`config.mk`:
```
export PLATFORM = sky130hd
export DESIGN_NAME = ifu_fetch_ctrl
export DESIGN_NICKNAME = d
export VERILOG_FILES = /design/src/rtl/ifu_pkg.sv /design/src/rtl/ifu_pc_reg.sv /design/src/rtl/ifu_fetch_ctrl.sv
export SDC_FILE = /design/constraint.sdc
export NUM_CORES = 1
export LEC_CHECK = 0
export ABC_AREA = 1
export BUFFER_PORTS_ARGS = -buffer_cell sky130_fd_sc_hd__clkbuf_2
export CAP_MARGIN = 20
export CORE_MARGIN = 10
export CORE_UTILIZATION = 56
export CTS_CLUSTER_DIAMETER = 60
export DETAILED_ROUTE_END_ITERATION = 10
export GPL_TIMING_DRIVEN = 0
export PLACE_DENSITY = 0.86
export SLEW_MARGIN = 40
export SYNTH_ARGS = -nofsm -noshare
export SYNTH_HDL_FRONTEND = slang
export SYNTH_SLANG_ARGS = --single-unit
```
`constraint.sdc`:
```
create_clock -name clk -period 4.97 [get_ports clk]
set_input_delay 0 -clock clk [delete_from_list [all_inputs] [get_ports clk]]
set_output_delay 0 -clock clk [all_outputs]
set_load 0.005 [all_outputs]
```
`src/rtl/ifu_pkg.sv`:
```
// rtl/ifu_pkg.sv - shared types and constants for the instruction-fetch controller
package ifu_pkg;

  localparam int INST_W = 32;

  localparam logic [INST_W-1:0] RESET_PC_DEFAULT = 32'h8000_0000;
  localparam logic [INST_W-1:0] NOP_INST_DEFAULT = 32'h0000_0013;

  typedef enum logic [1:0] {
    S_REQ  = 2'd0,
    S_WAIT = 2'd1,
    S_HOLD = 2'd2
  } ifu_state_e;

  function automatic logic [INST_W-1:0] word_align(input logic [INST_W-1:0] addr);
    return {addr[INST_W-1:2], 2'b00};
  endfunction

endpackage

```
`src/rtl/ifu_pc_reg.sv`:
```
// rtl/ifu_pc_reg.sv - fetch PC register, next value chosen redirect > increment > hold
module ifu_pc_reg
  import ifu_pkg::*;
#(
  parameter logic [INST_W-1:0] RESET_PC = RESET_PC_DEFAULT
) (
  input  logic              clk,
  input  logic              rst,
  input  logic              redirect_en_i,
  input  logic [INST_W-1:0] redirect_pc_i,
  input  logic              inc_en_i,
  output logic [INST_W-1:0] pc_o
);

  logic [INST_W-1:0] pc_q;
  logic [INST_W-1:0] pc_d;

  always_comb begin
    pc_d = pc_q;
    if (redirect_en_i) begin
      pc_d = word_align(redirect_pc_i);
    end else if (inc_en_i) begin
      pc_d = pc_q + 32'd4;
    end
  end

  always_ff @(posedge clk or posedge rst) begin
    if (rst) begin
      pc_q <= word_align(RESET_PC);
    end else begin
      pc_q <= pc_d;
    end
  end

  assign pc_o = pc_q;

endmodule

```
`src/rtl/ifu_fetch_ctrl.sv`:
```
// rtl/ifu_fetch_ctrl.sv - single-outstanding instruction fetch sequencer with decode hold buffer
module ifu_fetch_ctrl
  import ifu_pkg::*;
#(
  parameter logic [INST_W-1:0] RESET_PC = RESET_PC_DEFAULT,
  parameter logic [INST_W-1:0] NOP_INST = NOP_INST_DEFAULT
) (
  input  logic              clk,
  input  logic              rst,
  output logic              imem_req_valid,
  input  logic              imem_req_ready,
  output logic [INST_W-1:0] imem_addr,
  input  logic              imem_rsp_valid,
  input  logic [INST_W-1:0] imem_rdata,
  input  logic              redirect_valid,
  input  logic [INST_W-1:0] redirect_pc,
  output logic              inst_valid,
  input  logic              inst_ready,
  output logic [INST_W-1:0] inst,
  output logic [INST_W-1:0] inst_pc,
  output logic [31:0]       fetch_cnt
);

  ifu_state_e        state_q, state_d;
  logic              drop_q, drop_d;
  logic              inst_valid_q, inst_valid_d;
  logic [INST_W-1:0] inst_q, inst_d;
  logic [INST_W-1:0] inst_pc_q, inst_pc_d;
  logic [31:0]       fetch_cnt_q, fetch_cnt_d;
  logic              pc_inc;
  logic [INST_W-1:0] pc_q;

  // A redirect retargets the PC in every state; the FSM only decides what happens to in-flight data.
  ifu_pc_reg #(
    .RESET_PC (RESET_PC)
  ) u_pc_reg (
    .clk           (clk),
    .rst           (rst),
    .redirect_en_i (redirect_valid),
    .redirect_pc_i (redirect_pc),
    .inc_en_i      (pc_inc),
    .pc_o          (pc_q)
  );

  always_comb begin
    state_d      = state_q;
    drop_d       = drop_q;
    inst_valid_d = inst_valid_q;
    inst_d       = inst_q;
    inst_pc_d    = inst_pc_q;
    fetch_cnt_d  = fetch_cnt_q;
    pc_inc       = 1'b0;

    case (state_q)
      S_REQ: begin
        if (!redirect_valid && imem_req_ready) begin
          state_d = S_WAIT;
        end
      end

      S_WAIT: begin
        if (imem_rsp_valid) begin
          drop_d = 1'b0;
          if (drop_q || redirect_valid) begin
            state_d = S_REQ;
          end else begin
            inst_d       = imem_rdata;
            inst_pc_d    = pc_q;
            inst_valid_d = 1'b1;
            state_d      = S_HOLD;
          end
        end else if (redirect_valid) begin
          drop_d = 1'b1;
        end
      end

      S_HOLD: begin
        if (redirect_valid) begin
          inst_valid_d = 1'b0;
          inst_d       = NOP_INST;
          state_d      = S_REQ;
        end else if (inst_ready) begin
          inst_valid_d = 1'b0;
          inst_d       = NOP_INST;
          pc_inc       = 1'b1;
          fetch_cnt_d  = fetch_cnt_q + 32'd1;
          state_d      = S_REQ;
        end
      end

      default: begin
        state_d = S_REQ;
      end
    endcase
  end

  always_ff @(posedge clk or posedge rst) begin
    if (rst) begin
      state_q      <= S_REQ;
      drop_q       <= 1'b0;
      inst_valid_q <= 1'b0;
      inst_q       <= NOP_INST;
      inst_pc_q    <= RESET_PC;
      fetch_cnt_q  <= 32'd0;
    end else begin
      state_q      <= state_d;
      drop_q       <= drop_d;
      inst_valid_q <= inst_valid_d;
      inst_q       <= inst_d;
      inst_pc_q    <= inst_pc_d;
      fetch_cnt_q  <= fetch_cnt_d;
    end
  end

  // rst is folded in so no request escapes while reset is still held.
  assign imem_req_valid = (state_q == S_REQ) & ~redirect_valid & ~rst;
  assign imem_addr      = word_align(pc_q);
  assign inst_valid     = inst_valid_q;
  assign inst           = inst_q;
  assign inst_pc        = inst_pc_q;
  assign fetch_cnt      = fetch_cnt_q;

endmodule
```
# Word-level counts from Yosys, hierarchy flattened

Index checks and enable logic that the tools add are counted.

Reduce and logical (&&, ||, !) cells: 12
$add $sub $neg: 2
Shift-type cells: 0
Multiplexer cells: 23
Div/mod/pow operators: 0
Bitwise gates (word level): 5
Equal/unequal tests: 6
Multipliers: 0
$lt $le $gt $ge: 0

Operators by type and width:

| cell                                                                  | number |
|---|---|
| 32-bit 2-to-1 mux                                                     | 6 |
| 32-bit one-hot mux with 2 select lines                                | 1 |
| 32-bit by 1-bit adder with 32-bit output, second input constant       | 1 |
| 32-bit by 3-bit adder with 32-bit output, second input constant       | 1 |
| 2-bit 2-to-1 mux                                                      | 5 |
| 1-bit 2-to-1 mux                                                      | 9 |
| 3-bit AND reduction                                                   | 3 |
| 2-bit inequality test, second input constant                          | 3 |
| 2-bit one-hot mux with 3 select lines                                 | 1 |
| 2-bit nonzero test                                                    | 3 |
| 4-bit AND reduction                                                   | 1 |
| 3-bit inequality test, second input constant                          | 1 |
| 1-bit inverter                                                        | 3 |
| 1-bit bitwise AND                                                     | 2 |
| 2-bit by 1-bit equality test with 1-bit output, second input constant | 1 |
| 2-bit equality test, second input constant                            | 1 |
| 2-bit zero test                                                       | 1 |
| 1-bit one-hot mux with 2 select lines                                 | 1 |
| 2-bit AND reduction                                                   | 1 |
| 1-bit logical AND                                                     | 1 |
| 1-bit zero test                                                       | 1 |
| 1-bit logical OR                                                      | 1 |

Output and inout port bits: 130
Memory bits (read-only): 0
Bits in latches: 0
Word-level logic and storage cells: 55
Register bits: 132
Memories: 0
RAM bits: 0
Input bits: 70

# Logic depth before layout (Yosys ltp)

Depth after elaboration: 5
Gate-level depth with buffers: 10
Depth with buffers taken out: 10

# Modules after synthesis

Synthesis repeated with hierarchy kept, for this count alone.

Cell total of the unflattened synthesis: 772
Area, all modules: 6567.5 um2

Modules (own cells, without submodules):

| module         | instances | seq. area each (um2) | cells an instance | area each (um2) |
|---|---|---|---|---|
| ifu_fetch_ctrl | 1         | 2507.4               | 465               | 4441.8 |
| ifu_pc_reg     | 1         | 752.0                | 307               | 2125.8 |

# Worst setup path after synthesis

OpenSTA, ideal clock, no wires.

Path kind: reg2reg
Start point: register u_pc_reg.pc_q[3], in the netlist u_pc_reg.pc_o[3]
End point: register u_pc_reg.pc_q[30], in the netlist u_pc_reg.pc_o[30]
Required time: 4.854 ns
Path buffers: 0
Cell stages (with the launch flop): 11
Period minus slack after synthesis: 1.609 ns
Data arrival time: 1.493 ns
Path slack: 3.361 ns
Setup time: 0.116 ns
Path through: dfrtp_1 > ha_1 > nand2_1 > nor2_1 > nand2_1 > nor2_1 > nand2_1 > nand2_1 > nand3_1 > nand2_1 > nand2_1

Word-level cells in the longest chain between the ends: 3

RTL lines:

| what                                     | line             | source |
|---|---|---|
| start, declared                          | ifu_pc_reg.sv:15 | `logic [INST_W-1:0] pc_q;` |
| start signal, assigned                   | ifu_pc_reg.sv:29 | `pc_q <= word_align(RESET_PC);` |
| start signal, assigned                   | ifu_pc_reg.sv:31 | `pc_q <= pc_d;` |
| 32-bit by 3-bit adder with 32-bit output | ifu_pc_reg.sv:23 | `pc_d = pc_q + 32'd4;` |
| 32-bit 2-to-1 mux                        | ifu_pc_reg.sv:22 | `end else if (inc_en_i) begin` |
| 32-bit 2-to-1 mux                        | ifu_pc_reg.sv:20 | `if (redirect_en_i) begin` |

Every way passes these cells. The select of a mux whose other input is x is not followed.
A chain may end at the register's enable or synchronous reset.

# Worst setup path after layout

Start point: register u_pc_reg.pc_q[3], in the netlist u_pc_reg.pc_o[3]
End point: register u_pc_reg.pc_q[18], in the netlist u_pc_reg.pc_o[18]

Same word-level chain as after synthesis.

==> tab_implementation.tex <==
\begin{tabular}{lr}
\hline
Metric & Value \\
\hline
\multicolumn{2}{l}{\textbf{Clocking}} \\
Number of sinks handled by clock tree synthesis & between 100 and 150 \\
H-tree levels & 4 \\
Post-cts repair resize count & 0 \\
CTS Buf Count & 17 \\
Post-CTS setup-driven buffer insertion count & 0 \\
Max Buffers Root-to-Sink & 2 \\
Hold buffer count at CTS & between 60 and 70 \\
Worst-Skew Late Latency & $\sim$0.43 ns \\
Clock tree root buffer cell & clkbuf\_16 \\
Clock transition at the registers of the reported paths & about 0.060 ns \\
TritonCTS clock tree & built \\
\multicolumn{2}{l}{\textbf{Floorplanning}} \\
Overall die width & around 130 µm \\
Number of top-level pins & 200 \\
Initial Utilization & between 50\% and 60\% \\
Die outline area & around 16000 µm² \\
Area of the placeable core & approximately 11000 µm² \\
Die height & 128 µm \\
Standard-cell rows & 39 \\
\multicolumn{2}{l}{\textbf{Hold path}} \\
Cells on Worst Hold Path & 4 \\
Worst-case hold path end point & state\_q[1] \\
Origin of the worst min-delay path & inst\_ready \\
Worst hold path type & primary input to flop \\
\multicolumn{2}{l}{\textbf{Synth}} \\
Unique cell type count in the Yosys netlist & 37 \\
Summed instance area of the synthesized netlist & between 6000 and 7000 µm² \\
Number of standard cells after synthesis & about 860 \\
Sequential area share after synthesis & about half \\
Cell accounting for the most synthesized area & dfrtp\_1 \\
Yosys warning total & 0 \\
Share of the synthesized area in the top cell type & roughly 47\% \\
Most area-consuming cells after synthesis & dfrtp\_1 (47\%), nand2\_1 (14\%), nand3\_1 (7.0\%), nor2\_1 (6.4\%), inv\_1 (5.4\%) \\
Post-synthesis area per instance & $\sim$7.6 µm² \\
Register bit count reported by yosys & around 130 \\
\multicolumn{2}{l}{\textbf{STA}} \\
Crit share post-route & a little over half \\
Slew at the pin closest to its max-slew limit & 0.728 ns \\
Maximum achievable frequency & roughly 370 MHz \\
Remaining max-slew budget at the tightest pin & about half \\
Number of hold-slack violations in the final timing report & 0 \\
Setup Total Neg Slack & 0 ns \\
Final min period & 2.72 ns \\
Setup repair after global routing missed its margin & false \\
Final hold slack & 0.0477 ns \\
Number of endpoints failing setup at the final stage & 0 \\
Worst-case clock skew & just under 0.007 ns \\
Slew Viols, Final & 0 \\
\multicolumn{2}{l}{\textbf{Route}} \\
Mean number of vias per cell & about 5.7 \\
Detail-routed net length per standard cell & between 15 and 20 µm \\
Post-detailed-route count of antenna-violating nets & 0 \\
Total Wirelength & approximately 25000 µm \\
Vias after detailed routing & between 7000 and 8000 \\
DRT iter0 DRCs & between 900 and 1000 \\
Detailed-router iteration count before antenna repair & 9 \\
Drt drc & 0 \\
\multicolumn{2}{l}{\textbf{Pwr}} \\
Power Density & $\sim$470 nW/µm² \\
Standby leakage power & 4.59 nW \\
Overall power of the completed layout & between 4 and 5 mW \\
Worst ir drop on vdd & about 0.4 mV \\
\multicolumn{2}{l}{\textbf{Cells and area}} \\
Number of fillers in the final layout & between 700 and 800 \\
Number of nets in the layout & roughly 1200 \\
Layout-stage area growth over the synthesis result & 37.6\% \\
Total area of multi-input combinational cells & 2810 µm² \\
Share of cells above drive strength 1 & $\sim$23\% \\
FF/Latch Area & 3210 µm² \\
\multicolumn{2}{l}{\textbf{GRT}} \\
First-pass GRT wire length & between 40000 and 50000 µm \\
Number of global-route vias before repair & approximately 7500 \\
Gr usage total & between 30\% and 40\% \\
Pin count of the biggest net entering global routing & 76 \\
Global-route congestion overflow total & 0 \\
Antenna violations before repair & 1 \\
\multicolumn{2}{l}{\textbf{Critical path}} \\
Count of cells along the worst register-to-register path & 9 \\
Launching element type of the critical path & flop \\
Setup slack on the worst flop-to-flop path & 2.25 ns \\
Critical setup path kind & flop to flop \\
Type of destination of the critical path & flop \\
Largest fanout on the critical path & 6 \\
Critical path required time & roughly 5.3 ns \\
Worst reg2reg startpoint & u\_pc\_reg.pc\_o[3] \\
Worst path arrival time & about 3 ns \\
Worst flop-to-flop path endpoint & u\_pc\_reg.pc\_o[18] \\
\multicolumn{2}{l}{\textbf{Placed design}} \\
Weighted congestion reported at the end of routability-driven placement & 0.959 \\
Total of buffers placed on input and output ports & 193 \\
Post-DP HPWL & $\sim$16000 µm \\
\multicolumn{2}{l}{\textbf{Outcome}} \\
Status & finished clean \\
\multicolumn{2}{l}{\textbf{Flow run}} \\
Reported max-cap violation count & 0 \\
\hline
\end{tabular}
-- layer usage --
layer	up-vias	share of wire (%)	global-route usage, %
met5	-	0	0
met4	0	5.1	17.1
met3	125	12	10.7
met2	613	46	47.7
met1	3404	37	36.1
li1	3283	-	-
-- cells in the mapped netlist (all sizes together) --
| library cell | number |
|---|---|
| nand3b | 10 |
| o21ai | 67 |
| a22oi | 2 |
| xnor2 | 10 |
| a31oi | 1 |
| a21boi | 1 |
| nor3 | 7 |
| nand2 | 250 |
| ha | 2 |
| clkbuf | 14 |
| inv | 99 |
| nand3 | 91 |
| conb | 1 |
| a21oi | 6 |
| a41oi | 1 |
| dfstp | 5 |
| nor4 | 2 |
| dfrtp | 123 |
| o22ai | 3 |
| o211ai | 5 |
| nand4 | 11 |
| and2 | 1 |
| nor2 | 117 |
| buf | 17 |
| xor2 | 12 |
-- final cells by class --
cell class | count | share of cell area (%)
buffer | 31 | 1.93
sequential | 128 | 35.6
tap | 143 | 1.99
timing repair buffer | 261 | 18.5
multi-input combinational | 603 | 31.1
clock inverter | 11 | 1.53
antenna | 1 | 0.0278
clock buffer | 21 | 5.11
inverter | 99 | 4.21
-- state kept, by name (all words and copies together), names as in the netlist --
register / cells
fetch_cnt: 32
inst: 32
inst_pc: 30
u_pc_reg.pc_o: 30
state_q: 2
drop_q: 1
inst_valid: 1
-- placed cells by master, fill, tap and decap left out, types with 4 or more instances in the layout --
master / n
buf_2: 7
clkinv_2: 6
nand3b_1: 9
nand4_1: 11
clkbuf_1: 16
o211ai_1: 5
buf_4: 7
dlygate4sd3_1: 67
conb_1: 4
o21ai_2: 5
nor2_4: 4
inv_1: 94
a21oi_1: 5
o21ai_1: 5
nand3_1: 91
inv_2: 4
clkbuf_2: 193
dfstp_2: 5
xnor2_1: 10
nor2_1: 112
xor2_1: 12
dfrtp_1: 123
clkbuf_16: 17
o21ai_0: 57
nor3_1: 6
nand2_1: 247
-- power by group --
part	switching, mW	total (mW)	internal [mW]
clock network	0.471	1.28	0.810
logic	0.848	1.36	0.513
registers	0.260	1.62	1.36
-- worst max-delay path: stages, from the launching register on --
cell and delay (ns):
dfrtp_1 0.44, ha_1 0.21, nand2_1 0.09, nor2_1 0.35, nand2_1 0.18, nor2_1 0.33, nand2_1 0.14, o21ai_0 0.20
nand2_1 0.08, dlygate4sd3_1 0.56
-- how the worst max path moves through the flow --
stage	startpoint	to	slack, ns	cells after the start
floorplan	rst	drop_q	1.57	1
detailed placement	u_pc_reg.pc_o[3]	u_pc_reg.pc_o[30]	2.99	10
global placement	rst	inst_pc[29]	0.09	2
finish	u_pc_reg.pc_o[3]	u_pc_reg.pc_o[18]	2.25	9
global route	u_pc_reg.pc_o[3]	u_pc_reg.pc_o[18]	2.11	9
CTS	u_pc_reg.pc_o[3]	u_pc_reg.pc_o[18]	2.42	9
-- cell families (layout without fill, tap and decap cells) --
logic type	count (synthesis)	after routing	synth area share, %
and+or+nand+nor	489	489	32.0
adders and majority gates	2	2	0.382
other	1	5	0.0572
xor gates and xnor gates	22	22	2.94
DFF	128	128	49.0
buffers and inverters	130	423	8.33
AOI/OAI and AO/OA	86	86	7.35
-- metrics by stage --
| step | worst slack (ns) | util, % | cells | instance area [µm²] |
|---|---|---|---|---|
| 3_3_place_gp | 0.0890 | 67.5 | 1197 | 7710 |
| 5_1_grt | 2.11 | 78.9 | 1298 | 9010 |
| 6_report | 2.25 | 78.9 | 1298 | 9010 |
| 4_1_cts | 2.42 | 78.9 | 1297 | 9010 |
| 2_1_floorplan | 1.57 | - | 861 | 6560 |
| 3_5_place_dp | 2.99 | 67.8 | 1198 | 7740 |
Note: power is estimated with default switching activity, not from simulation.
